**src/rtl/quidditch_pkg.sv**
```systemverilog
// Shared playfield geometry, default radii and ball direction type for the
// quidditch game blocks.
package quidditch_pkg;

  localparam int FIELD_WIDTH           = 640;
  localparam int FIELD_HEIGHT          = 480;
  localparam int PLAYER_X_OFFSET       = 32;
  localparam int CENTRE_X              = 320;
  localparam int CENTRE_Y              = 240;
  localparam int DEFAULT_PLAYER_RADIUS = 16;
  localparam int DEFAULT_BALL_RADIUS   = 8;
  localparam int DEFAULT_GOAL_RADIUS   = 48;

  localparam int POS_W     = 10;
  localparam int POS_OUT_W = 19;

  typedef logic [POS_W-1:0] pos_t;

  typedef enum logic {
    DIR_NEG = 1'b0,
    DIR_POS = 1'b1
  } dir_t;

  // |a - b| through an 11-bit signed intermediate.
  function automatic logic [POS_W:0] abs_diff(input pos_t a, input pos_t b);
    logic signed [POS_W:0] d;
    d = $signed({1'b0, a}) - $signed({1'b0, b});
    return d[POS_W] ? $unsigned(-d) : $unsigned(d);
  endfunction

endpackage

```
**src/rtl/ball_controller_if.sv**
```systemverilog
// Signal bundle between the game controller and the ball controller.
interface ball_controller_if;
  import quidditch_pkg::*;

  logic                 game_over;
  logic [POS_W-1:0]     team1_ver_position;
  logic [POS_W-1:0]     team2_ver_position;
  logic                 team1_vu_button;
  logic                 team1_vd_button;
  logic                 team2_vu_button;
  logic                 team2_vd_button;
  logic                 team1_hl_button;
  logic                 team1_hr_button;
  logic                 team2_hl_button;
  logic                 team2_hr_button;
  logic                 score_to_team1;
  logic                 score_to_team2;
  logic [POS_OUT_W-1:0] x_position;
  logic [POS_OUT_W-1:0] y_position;
  logic                 game_on;

  modport master (
    output game_over, team1_ver_position, team2_ver_position,
    output team1_vu_button, team1_vd_button, team2_vu_button, team2_vd_button,
    output team1_hl_button, team1_hr_button, team2_hl_button, team2_hr_button,
    input  score_to_team1, score_to_team2, x_position, y_position, game_on
  );

  modport slave (
    input  game_over, team1_ver_position, team2_ver_position,
    input  team1_vu_button, team1_vd_button, team2_vu_button, team2_vd_button,
    input  team1_hl_button, team1_hr_button, team2_hl_button, team2_hr_button,
    output score_to_team1, score_to_team2, x_position, y_position, game_on
  );

endinterface

```
**src/rtl/move_tick_gen.sv**
```systemverilog
// Ball movement divider: one tick every PERIOD enabled cycles; the count
// holds while enable is low so a paused game resumes mid-period.
module move_tick_gen #(
  parameter int PERIOD = 250000
) (
  input  logic clk,
  input  logic rst,
  input  logic enable,
  output logic tick
);

  localparam int CW = (PERIOD > 1) ? $clog2(PERIOD) : 1;
  localparam logic [CW-1:0] LAST = CW'(PERIOD - 1);

  logic [CW-1:0] cnt_reg;

  assign tick = enable && (cnt_reg == LAST);

  always_ff @(posedge clk or posedge rst) begin
    if (rst) begin
      cnt_reg <= '0;
    end else if (enable) begin
      cnt_reg <= (cnt_reg == LAST) ? '0 : cnt_reg + CW'(1);
    end
  end

endmodule

```
**src/rtl/ball_controller.sv**
```systemverilog
// Ball motion, wall/paddle bounces and goal detection for the playfield;
// the only control state is the {dir_x, dir_y} pair.
module ball_controller
  import quidditch_pkg::*;
#(
  parameter int PLAYER_RADIUS      = DEFAULT_PLAYER_RADIUS,
  parameter int BALL_RADIUS        = DEFAULT_BALL_RADIUS,
  parameter int GOAL_RADIUS        = DEFAULT_GOAL_RADIUS,
  parameter int MOVEMENT_FREQUENCY = 250000
) (
  input logic               clk,
  input logic               rst,
  ball_controller_if.slave  bus
);

  localparam pos_t X_START    = pos_t'(CENTRE_X);
  localparam pos_t Y_START    = pos_t'(CENTRE_Y);
  localparam pos_t X_MIN      = pos_t'(BALL_RADIUS);
  localparam pos_t X_MAX      = pos_t'(FIELD_WIDTH - 1 - BALL_RADIUS);
  localparam pos_t Y_MIN      = pos_t'(BALL_RADIUS);
  localparam pos_t Y_MAX      = pos_t'(FIELD_HEIGHT - 1 - BALL_RADIUS);
  localparam pos_t X_HIT_T1   = pos_t'(PLAYER_X_OFFSET + PLAYER_RADIUS + BALL_RADIUS);
  localparam pos_t X_HIT_T2   = pos_t'(FIELD_WIDTH - 1 - PLAYER_X_OFFSET - PLAYER_RADIUS - BALL_RADIUS);
  localparam logic [POS_W:0] REACH     = (POS_W+1)'(PLAYER_RADIUS + BALL_RADIUS);
  localparam logic [POS_W:0] GOAL_HALF = (POS_W+1)'(GOAL_RADIUS);

  pos_t x_reg, x_next;
  pos_t y_reg, y_next;
  dir_t dir_x_reg, dir_x_next;
  dir_t dir_y_reg, dir_y_next;
  logic game_on_reg;
  logic score1_reg, score1_next;
  logic score2_reg, score2_next;
  logic tick;
  logic any_button;
  logic in_goal;
  logic hit_t1, hit_t2;

  assign any_button = |{bus.team1_vu_button, bus.team1_vd_button,
                        bus.team2_vu_button, bus.team2_vd_button,
                        bus.team1_hl_button, bus.team1_hr_button,
                        bus.team2_hl_button, bus.team2_hr_button};

  move_tick_gen #(
    .PERIOD (MOVEMENT_FREQUENCY)
  ) u_tick (
    .clk    (clk),
    .rst    (rst),
    .enable (game_on_reg && !bus.game_over),
    .tick   (tick)
  );

  assign in_goal = abs_diff(y_reg, Y_START) <= GOAL_HALF;
  assign hit_t2  = (dir_x_reg == DIR_POS) && (x_reg == X_HIT_T2) &&
                   (abs_diff(y_reg, bus.team2_ver_position) <= REACH);
  assign hit_t1  = (dir_x_reg == DIR_NEG) && (x_reg == X_HIT_T1) &&
                   (abs_diff(y_reg, bus.team1_ver_position) <= REACH);

  always_comb begin
    x_next      = x_reg;
    y_next      = y_reg;
    dir_x_next  = dir_x_reg;
    dir_y_next  = dir_y_reg;
    score1_next = 1'b0;
    score2_next = 1'b0;
    if (tick) begin
      if (dir_y_reg == DIR_NEG && y_reg <= Y_MIN) begin
        dir_y_next = DIR_POS;
        y_next     = y_reg + pos_t'(1);
      end else if (dir_y_reg == DIR_POS && y_reg >= Y_MAX) begin
        dir_y_next = DIR_NEG;
        y_next     = y_reg - pos_t'(1);
      end else begin
        y_next = (dir_y_reg == DIR_POS) ? y_reg + pos_t'(1) : y_reg - pos_t'(1);
      end

      // A bounce flips dir_x and steps once in the new direction.
      if (hit_t2 || (dir_x_reg == DIR_POS && x_reg >= X_MAX && !in_goal)) begin
        dir_x_next = DIR_NEG;
        x_next     = x_reg - pos_t'(1);
      end else if (hit_t1 || (dir_x_reg == DIR_NEG && x_reg <= X_MIN && !in_goal)) begin
        dir_x_next = DIR_POS;
        x_next     = x_reg + pos_t'(1);
      end else if (dir_x_reg == DIR_POS && x_reg >= X_MAX) begin
        score1_next = 1'b1;
        x_next      = X_START;
        y_next      = Y_START;
        dir_x_next  = DIR_NEG;
        dir_y_next  = DIR_POS;
      end else if (dir_x_reg == DIR_NEG && x_reg <= X_MIN) begin
        score2_next = 1'b1;
        x_next      = X_START;
        y_next      = Y_START;
        dir_x_next  = DIR_POS;
        dir_y_next  = DIR_POS;
      end else begin
        x_next = (dir_x_reg == DIR_POS) ? x_reg + pos_t'(1) : x_reg - pos_t'(1);
      end
    end
  end

  always_ff @(posedge clk or posedge rst) begin
    if (rst) begin
      x_reg       <= X_START;
      y_reg       <= Y_START;
      dir_x_reg   <= DIR_POS;
      dir_y_reg   <= DIR_POS;
      game_on_reg <= 1'b0;
      score1_reg  <= 1'b0;
      score2_reg  <= 1'b0;
    end else begin
      x_reg       <= x_next;
      y_reg       <= y_next;
      dir_x_reg   <= dir_x_next;
      dir_y_reg   <= dir_y_next;
      game_on_reg <= game_on_reg | any_button;
      score1_reg  <= score1_next;
      score2_reg  <= score2_next;
    end
  end

  assign bus.x_position     = {{(POS_OUT_W-POS_W){1'b0}}, x_reg};
  assign bus.y_position     = {{(POS_OUT_W-POS_W){1'b0}}, y_reg};
  assign bus.game_on        = game_on_reg;
  assign bus.score_to_team1 = score1_reg;
  assign bus.score_to_team2 = score2_reg;

endmodule

```
**src/flat_wrapper.sv**
```systemverilog
// flat-port wrapper written by rule: the top's interface ports become plain ports
module ball_controller_flat import quidditch_pkg::*;
#(
  parameter int PLAYER_RADIUS      = DEFAULT_PLAYER_RADIUS,
  parameter int BALL_RADIUS        = DEFAULT_BALL_RADIUS,
  parameter int GOAL_RADIUS        = DEFAULT_GOAL_RADIUS,
  parameter int MOVEMENT_FREQUENCY = 250000
)
  (clk, rst, bus_game_over, bus_team1_ver_position, bus_team2_ver_position, bus_team1_vu_button, bus_team1_vd_button, bus_team2_vu_button, bus_team2_vd_button, bus_team1_hl_button, bus_team1_hr_button, bus_team2_hl_button, bus_team2_hr_button, bus_score_to_team1, bus_score_to_team2, bus_x_position, bus_y_position, bus_game_on);
  ball_controller_if bus_i ();
  input logic clk;
  input logic rst;
  input wire logic [$bits(bus_i.game_over)-1:0] bus_game_over;
  input wire logic [$bits(bus_i.team1_ver_position)-1:0] bus_team1_ver_position;
  input wire logic [$bits(bus_i.team2_ver_position)-1:0] bus_team2_ver_position;
  input wire logic [$bits(bus_i.team1_vu_button)-1:0] bus_team1_vu_button;
  input wire logic [$bits(bus_i.team1_vd_button)-1:0] bus_team1_vd_button;
  input wire logic [$bits(bus_i.team2_vu_button)-1:0] bus_team2_vu_button;
  input wire logic [$bits(bus_i.team2_vd_button)-1:0] bus_team2_vd_button;
  input wire logic [$bits(bus_i.team1_hl_button)-1:0] bus_team1_hl_button;
  input wire logic [$bits(bus_i.team1_hr_button)-1:0] bus_team1_hr_button;
  input wire logic [$bits(bus_i.team2_hl_button)-1:0] bus_team2_hl_button;
  input wire logic [$bits(bus_i.team2_hr_button)-1:0] bus_team2_hr_button;
  output wire logic [$bits(bus_i.score_to_team1)-1:0] bus_score_to_team1;
  output wire logic [$bits(bus_i.score_to_team2)-1:0] bus_score_to_team2;
  output wire logic [$bits(bus_i.x_position)-1:0] bus_x_position;
  output wire logic [$bits(bus_i.y_position)-1:0] bus_y_position;
  output wire logic [$bits(bus_i.game_on)-1:0] bus_game_on;
  assign bus_i.game_over = bus_game_over;
  assign bus_i.team1_ver_position = bus_team1_ver_position;
  assign bus_i.team2_ver_position = bus_team2_ver_position;
  assign bus_i.team1_vu_button = bus_team1_vu_button;
  assign bus_i.team1_vd_button = bus_team1_vd_button;
  assign bus_i.team2_vu_button = bus_team2_vu_button;
  assign bus_i.team2_vd_button = bus_team2_vd_button;
  assign bus_i.team1_hl_button = bus_team1_hl_button;
  assign bus_i.team1_hr_button = bus_team1_hr_button;
  assign bus_i.team2_hl_button = bus_team2_hl_button;
  assign bus_i.team2_hr_button = bus_team2_hr_button;
  assign bus_score_to_team1 = bus_i.score_to_team1;
  assign bus_score_to_team2 = bus_i.score_to_team2;
  assign bus_x_position = bus_i.x_position;
  assign bus_y_position = bus_i.y_position;
  assign bus_game_on = bus_i.game_on;
  ball_controller #(.PLAYER_RADIUS(PLAYER_RADIUS), .BALL_RADIUS(BALL_RADIUS), .GOAL_RADIUS(GOAL_RADIUS), .MOVEMENT_FREQUENCY(MOVEMENT_FREQUENCY)) u_core (.clk(clk), .rst(rst), .bus(bus_i));
endmodule
```
**config.mk**
```make
export PLATFORM = sky130hd
export DESIGN_NAME = ball_controller_flat
export DESIGN_NICKNAME = d
export VERILOG_FILES = /design/src/rtl/quidditch_pkg.sv /design/src/rtl/ball_controller_if.sv /design/src/rtl/move_tick_gen.sv /design/src/rtl/ball_controller.sv /design/src/flat_wrapper.sv
export SDC_FILE = /design/constraint.sdc
export NUM_CORES = 1
export LEC_CHECK = 0
export ABC_CLOCK_PERIOD_IN_PS = 3400
export CAP_MARGIN = 20
export CORE_UTILIZATION = 51
export CTS_BUF_LIST = sky130_fd_sc_hd__clkbuf_4 sky130_fd_sc_hd__clkbuf_8
export CTS_CLUSTER_SIZE = 20
export DETAILED_ROUTE_END_ITERATION = 10
export PLACE_DENSITY = 0.79
export SETUP_SLACK_MARGIN = 0.02
export SLEW_MARGIN = 15
export SYNTH_ARGS = -nofsm -noshare
export SYNTH_HDL_FRONTEND = slang
export SYNTH_HIERARCHICAL = 1
export SYNTH_SLANG_ARGS = --single-unit
```
**constraint.sdc**
```tcl
create_clock -name clk -period 3.4 [get_ports clk]
set_input_delay 0.51 -clock clk [delete_from_list [all_inputs] [get_ports clk]]
set_output_delay 0.51 -clock clk [all_outputs]
set_load 0.02 [all_outputs]
```
Word level (Yosys, flattened, before mapping)
Cells that the tools add are included.
{"block": "op_classes", "n_addsub": 11, "n_lt_le_gt_ge": 7, "n_eq_ne": 3, "n_mux": 35, "n_bitwise": 3, "reduce_logical": 19}
{"op": "2-to-1 mux 10 bit", "n": 12}
{"op": "2-to-1 mux 11 bit", "n": 3}
{"op": "negator 11 bit", "n": 3}
{"op": "less-or-equal comparator 11 x 5 -> 1 bit (second input constant)", "n": 2}
{"op": "subtractor 10 x 10 -> 11 bit", "n": 2}
{"op": "adder 10 x 1 -> 10 bit (second input constant)", "n": 2}
{"op": "less-or-equal comparator 10 x 4 -> 1 bit (second input constant)", "n": 2}
{"op": "subtractor 10 x 1 -> 10 bit (second input constant)", "n": 2}
{"op": "2-to-1 mux 1 bit", "n": 19}
{"op": "adder 18 x 1 -> 18 bit (second input constant)", "n": 1}
{"op": "== test 18 bit (second input constant)", "n": 1}
{"op": "2-to-1 mux 18 bit", "n": 1}
{"op": "logical AND 1 bit", "n": 12}
{"op": "less-or-equal comparator 11 x 6 -> 1 bit (second input constant)", "n": 1}
{"op": "subtractor 10 x 8 -> 11 bit (second input constant)", "n": 1}
{"op": "== test 10 bit (second input constant)", "n": 1}
{"op": "== test 10 x 6 -> 1 bit (second input constant)", "n": 1}
{"op": ">= comparator 10 bit (second input constant)", "n": 1}
{"op": ">= comparator 10 x 9 -> 1 bit (second input constant)", "n": 1}
{"op": "OR reduction 8 bit", "n": 1}
{"op": "nonzero test 4 bit", "n": 1}
{"op": "logical NOT 1 bit", "n": 2}
{"op": "logical OR 1 bit", "n": 2}
{"op": "inverter 1 bit", "n": 2}
{"op": "2 further kinds", "n": 2}
{"block": "word_totals", "reg_bits": 43, "wordCells": 86}

Longest topological paths before layout
{"block": "logic_depth", "ltp_word": 10, "mapped_depth": 15, "ltp_nobuf": 14}

Cells and area by module
Netlist, hierarchy kept.
{"module": "ball_controller", "n_inst": 1, "cells_per_inst": 517, "area_each_um2": 3827.4}
{"module": "move_tick_gen", "n_inst": 1, "cells_per_inst": 89, "area_each_um2": 904.6}

Worst setup path after synthesis
No wires, ideal clock.
{"block": "synth_timing", "kind": "reg-to-reg", "start": "register u_core.y_reg[0]", "end": "register u_core.x_reg[8]", "t_arrival_ns": 3.506, "t_required_ns": 3.318, "path_slack_ns": -0.188, "path_stages_with_launch": 15, "path_cell_list": "dfrtp_1 > inv_1 > ha_1 > inv_1 > fa_1 > a21o_1 > a21oi_1 > xnor2_1 > a2111oi_2 > a2111o_1 > a2111oi_4 > o211ai_2 > and2_4 > and4_1 > a211o_1"}
{"block": "synth_via", "elab_chain_cells": 9}
{"item": "from (decl)", "line_no": "ball_controller.sv:28", "text": "pos_t y_reg, y_next;"}
{"item": "from (signal assigned)", "line_no": "ball_controller.sv:113", "text": "y_reg <= y_next;"}
{"item": "subtractor 10 x 8 -> 11 bit", "line_no": "quidditch_pkg.sv:27", "text": "d = $signed({1'b0, a}) - $signed({1'b0, b});"}
{"item": "negator 11 bit", "line_no": "quidditch_pkg.sv:28", "text": "return d[POS_W] ? $unsigned(-d) : $unsigned(d);"}
{"item": "2-to-1 mux 11 bit", "line_no": "quidditch_pkg.sv:28"}
{"item": "less-or-equal comparator 11 x 6 -> 1 bit", "line_no": "ball_controller.sv:53", "text": "assign in_goal = abs_diff(y_reg, Y_START) <= GOAL_HALF;"}
{"item": "logical NOT 1 bit", "line_no": "ball_controller.sv:78, ball_controller.sv:81"}
{"item": "logical AND 1 bit", "line_no": "ball_controller.sv:81", "text": "end else if (hit_t1 || (dir_x_reg == DIR_NEG && x_reg <= X_MIN && !in_goal)) begin"}
{"item": "logical OR 1 bit", "line_no": "ball_controller.sv:81"}
{"item": "2-to-1 mux 10 bit", "line_no": "ball_controller.sv:81"}
{"item": "2-to-1 mux 10 bit *", "line_no": "ball_controller.sv:78", "text": "if (hit_t2 || (dir_x_reg == DIR_POS && x_reg >= X_MAX && !in_goal)) begin"}
{"item": "to (signal assigned)", "line_no": "ball_controller.sv:112", "text": "x_reg <= x_next;"}
{"item": "to (decl)", "line_no": "ball_controller.sv:27", "text": "pos_t x_reg, x_next;"}
Every way passes the cells marked *; elsewhere a longest branch is shown, timed or not.
A chain may end at the register's enable or synchronous reset.

Final worst setup path
{"block": "layout_timing", "start": "register u_core.y_reg[0]", "end": "register u_core.x_reg[1]"}
Same word-level chain as after synthesis.

==> impl_metrics.env <==
export IMPL_ys_seq_area_share_pct=23.0
export IMPL_ir_drop_mv=0.154
export IMPL_cts_max_path_buffers=2
export IMPL_maxSlewHeadroom_pct=54.7
export IMPL_slew_violations=0
export IMPL_fill_cells=643
export IMPL_place_worst_setup_slack_ns=-0.651
export IMPL_dr_total_vias=5244
export IMPL_cts_tree="done"
export IMPL_dieHeight_um=98.3
export IMPL_firstDrtPassIters=10
export IMPL_die_area_um2=9670
export IMPL_skew_ns=0.0111
export IMPL_setup_tns_ns=-2.38
export IMPL_status="finished, violations left"
export IMPL_core_area_um2=8850
export IMPL_tightestPinTransition_ns=0.678
export IMPL_area_growth_pct=38.2
export IMPL_grt_pass1_vias=5083
export IMPL_min_period_ns=3.56
export IMPL_numPortBuffers=53
export IMPL_setup_viol=22
export IMPL_cp_max_fo=3
export IMPL_worst_setup_path_start_kind="register"
export IMPL_async_reset_ff_share_pct=100
export IMPL_synth_edf_count=0
export IMPL_arrival_ns=3.76
export IMPL_rsz0062_at_grt="true"
export IMPL_drt_iter0_drc=397
export IMPL_cp_slowest_cell="dfrtp_2"
export IMPL_grt_ovfl_total=0
export IMPL_nNetsFinal=813
export IMPL_critPathCaptureType="register"
export IMPL_num_io_pins=72
export IMPL_path_delay_family="compound AO/OA/AOI/OAI gates"
export IMPL_wl_per_cell_um=16.9
export IMPL_place_gp_congestion=0.948
export IMPL_post_dp_hpwl_um=10800
export IMPL_setup_ws_ns=-0.162
export IMPL_post_synth_cell_area_avg_um2=7.81
export IMPL_num_antenna_cells=0
export IMPL_hold_path_class="reg -> reg"
export IMPL_htreeDepth=2
export IMPL_grt_max_degree=26
export IMPL_p_leak_nw=2.92
export IMPL_max_freq_mhz=281
export IMPL_clkLatencyLatePin_ns=0.30
export IMPL_synthCells=606
export IMPL_yosysWarnings=6
export IMPL_synth_cell_types=83
export IMPL_grt_pass1_wl_um=23800
export IMPL_cts_root_buf="clkbuf_8"
export IMPL_clock_sinks=43
export IMPL_drt_antenna_violating_nets=0
export IMPL_die_w_um=98.3
export IMPL_power_density_nw_per_um2=211
export IMPL_drc=2
export IMPL_synth_ff_type="dfrtp_1"
export IMPL_drive_above_1_share_pct=27.3
export IMPL_viasPerCell=6.10
export IMPL_initial_core_util_pct=53.5
export IMPL_largest_reg_flops=18
export IMPL_power_total_mw=1.38
export IMPL_num_rows=34
export IMPL_ys_seq_elements=43
export IMPL_critPathBufInv=4
export IMPL_cts_buffers=5
export IMPL_grt_usage_pct=29.9
export IMPL_crit_type="reg -> reg"
export IMPL_netlist_area_um2=4730
export IMPL_violations="DRC, setup timing"
export IMPL_path_common_cell="buf_6"
export IMPL_clkTransAtPathRegs_ns=0.09
export IMPL_period_share_pct=105
export IMPL_cp_cell_sequence="inv_4 -> ha_4 -> inv_2 -> fa_2 -> a21o_1 -> buf_6 -> a221oi_4 -> o21ai_2 -> o41ai_2 -> xnor2_1 -> o2111ai_2 -> a211oi_4 -> buf_6 -> nor3b_2 -> nand2b_4 -> a311oi_1"
export IMPL_worstPathRequired_ns=3.60
export IMPL_cp_slowest_stage_delay_ns=0.45
export IMPL_hold_viol=0
export IMPL_maxCapViolations=0
export IMPL_antenna_found_initial=0
export IMPL_wirelength_um=14600
-- timing repair --
item / in CTS / in global routing
pin swaps: 29 / 29
setup endpoints to repair: 23 / 23
resized for setup: 32 / 44
hold buffers: 0 / 0
hold endpoints to repair: 0 / 0
buffers inserted: 10 / 5
-- cells in the final DEF (no fill, tap or decap), drive strengths merged, types with 14 or more instances in the layout --
cell             n
clkdlybuf4s50   49
nand3           28
xor2            15
dfrtp           35
o21ai           31
conb            18
nor2            38
buf            113
nor3            19
a21oi           31
xnor2           34
nor4            14
nand2           61
inv             46
ha              30
-- through the flow --
stage	hold WS (ns)	instance area, µm²	instances	utilization [%]
4_1_cts	0.520	6280	853	71.0
2_1_floorplan	0.449	4860	623	-
6_report	0.512	6540	859	73.9
3_3_place_gp	0.480	5990	835	67.7
5_1_grt	0.551	6540	859	73.9
3_5_place_dp	0.506	5990	835	67.7
-- cells in the mapped netlist, types with 4 or more instances --
library cell | count | area (µm²)
dfrtp_1 | 35 | 876
nand3b_1 | 5 | 37.5
a22oi_1 | 6 | 45.0
a21oi_1 | 31 | 155
buf_4 | 19 | 143
nand2b_1 | 6 | 37.5
inv_1 | 45 | 169
ha_1 | 30 | 375
nand4_1 | 11 | 68.8
and3_1 | 6 | 37.5
o221ai_1 | 5 | 43.8
a31oi_1 | 6 | 37.5
xnor2_1 | 33 | 289
a21o_1 | 5 | 37.5
and2_1 | 7 | 43.8
o21ai_1 | 6 | 30.0
nor2_1 | 38 | 143
nand3_1 | 28 | 140
nor4b_1 | 4 | 35.0
nand2_1 | 61 | 229
o21ai_0 | 25 | 125
o31ai_1 | 6 | 45.0
clkbuf_1 | 23 | 86.3
or3_1 | 10 | 62.6
nor4_1 | 13 | 81.3
o41ai_1 | 4 | 35.0
dfstp_2 | 8 | 210
xor2_1 | 15 | 131
o22ai_1 | 6 | 37.5
and4_1 | 6 | 52.6
nor3_1 | 19 | 95.1
-- worst paths after layout --
kind	from	end	slack (ns)	cells after the start
setup / recovery	u_core/y_reg[0]$_DFFE_PP0P_	u_core/x_reg[1]$_DFFE_PP0P_	-0.16	16
hold / removal	u_core/u_tick/cnt_reg[13]$_DFFE_PP0P_	u_core/u_tick/cnt_reg[13]$_DFFE_PP0P_	0.51	1
setup reg to reg	u_core/y_reg[0]$_DFFE_PP0P_	u_core/x_reg[1]$_DFFE_PP0P_	-0.16	16
hold reg to reg	u_core/u_tick/cnt_reg[13]$_DFFE_PP0P_	u_core/u_tick/cnt_reg[13]$_DFFE_PP0P_	0.51	1
max in group asynchronous	rst	u_core/y_reg[4]$_DFFE_PP1P_	2.31	3
min in group asynchronous	rst	u_core/x_reg[9]$_DFFE_PP0P_	0.53	2
-- report_power, final --
group	internal, mW	switching [mW]
Sequential	0.550	0.0563
Clock	0.147	0.193
Combinational	0.215	0.221
Total	0.912	0.471
-- worst reg2reg max path, stage by stage, from the launching register on --
cell and delay (ns):
dfrtp_2 0.45, inv_4 0.10, ha_4 0.14, inv_2 0.03
fa_2 0.34, a21o_1 0.23, buf_6 0.14, a221oi_4 0.33
o21ai_2 0.11, o41ai_2 0.34, xnor2_1 0.18, o2111ai_2 0.16
a211oi_4 0.35, buf_6 0.16, nor3b_2 0.04, nand2b_4 0.14
a311oi_1 0.25
-- area by class of cell --
| cell class | instances | area, µm² | share of cell area, % |
|---|---|---|---|
| sequential | 43 | 1090 | 16.6 |
| inverter | 45 | 171 | 2.62 |
| multi-input combinational | 489 | 3640 | 55.6 |
| timing repair buffer | 166 | 1420 | 21.6 |
| clock buffer | 5 | 68.8 | 1.05 |
| tap | 108 | 135 | 2.07 |
| clock inverter | 3 | 23.8 | 0.363 |
-- logic make-up (layout without fill, tap and decap cells) --
logic type | count (synthesis) | in the layout | synth area share [%]
AND/OR/NAND/NOR | 235 | 235 | 26.2
AO/OA/AOI/OAI | 150 | 150 | 22.7
buffers and inverters | 91 | 219 | 8.96
XOR/XNOR | 49 | 49 | 9.23
flip-flops | 43 | 43 | 23.0
adder cells (fa/ha/maj) | 32 | 32 | 8.78
multiplexers | 5 | 5 | 1.14
other | 1 | 18 | 0.0792
-- metal layers --
metal	up-vias	wire length [µm]	global-route usage [%]
li1	2471	-	-
met1	2501	6170	38.7
met2	231	7060	50.7
met3	41	982	4.15
met4	0	350	11.3
met5	-	0	0
Note: power is estimated with default switching activity, not from simulation.
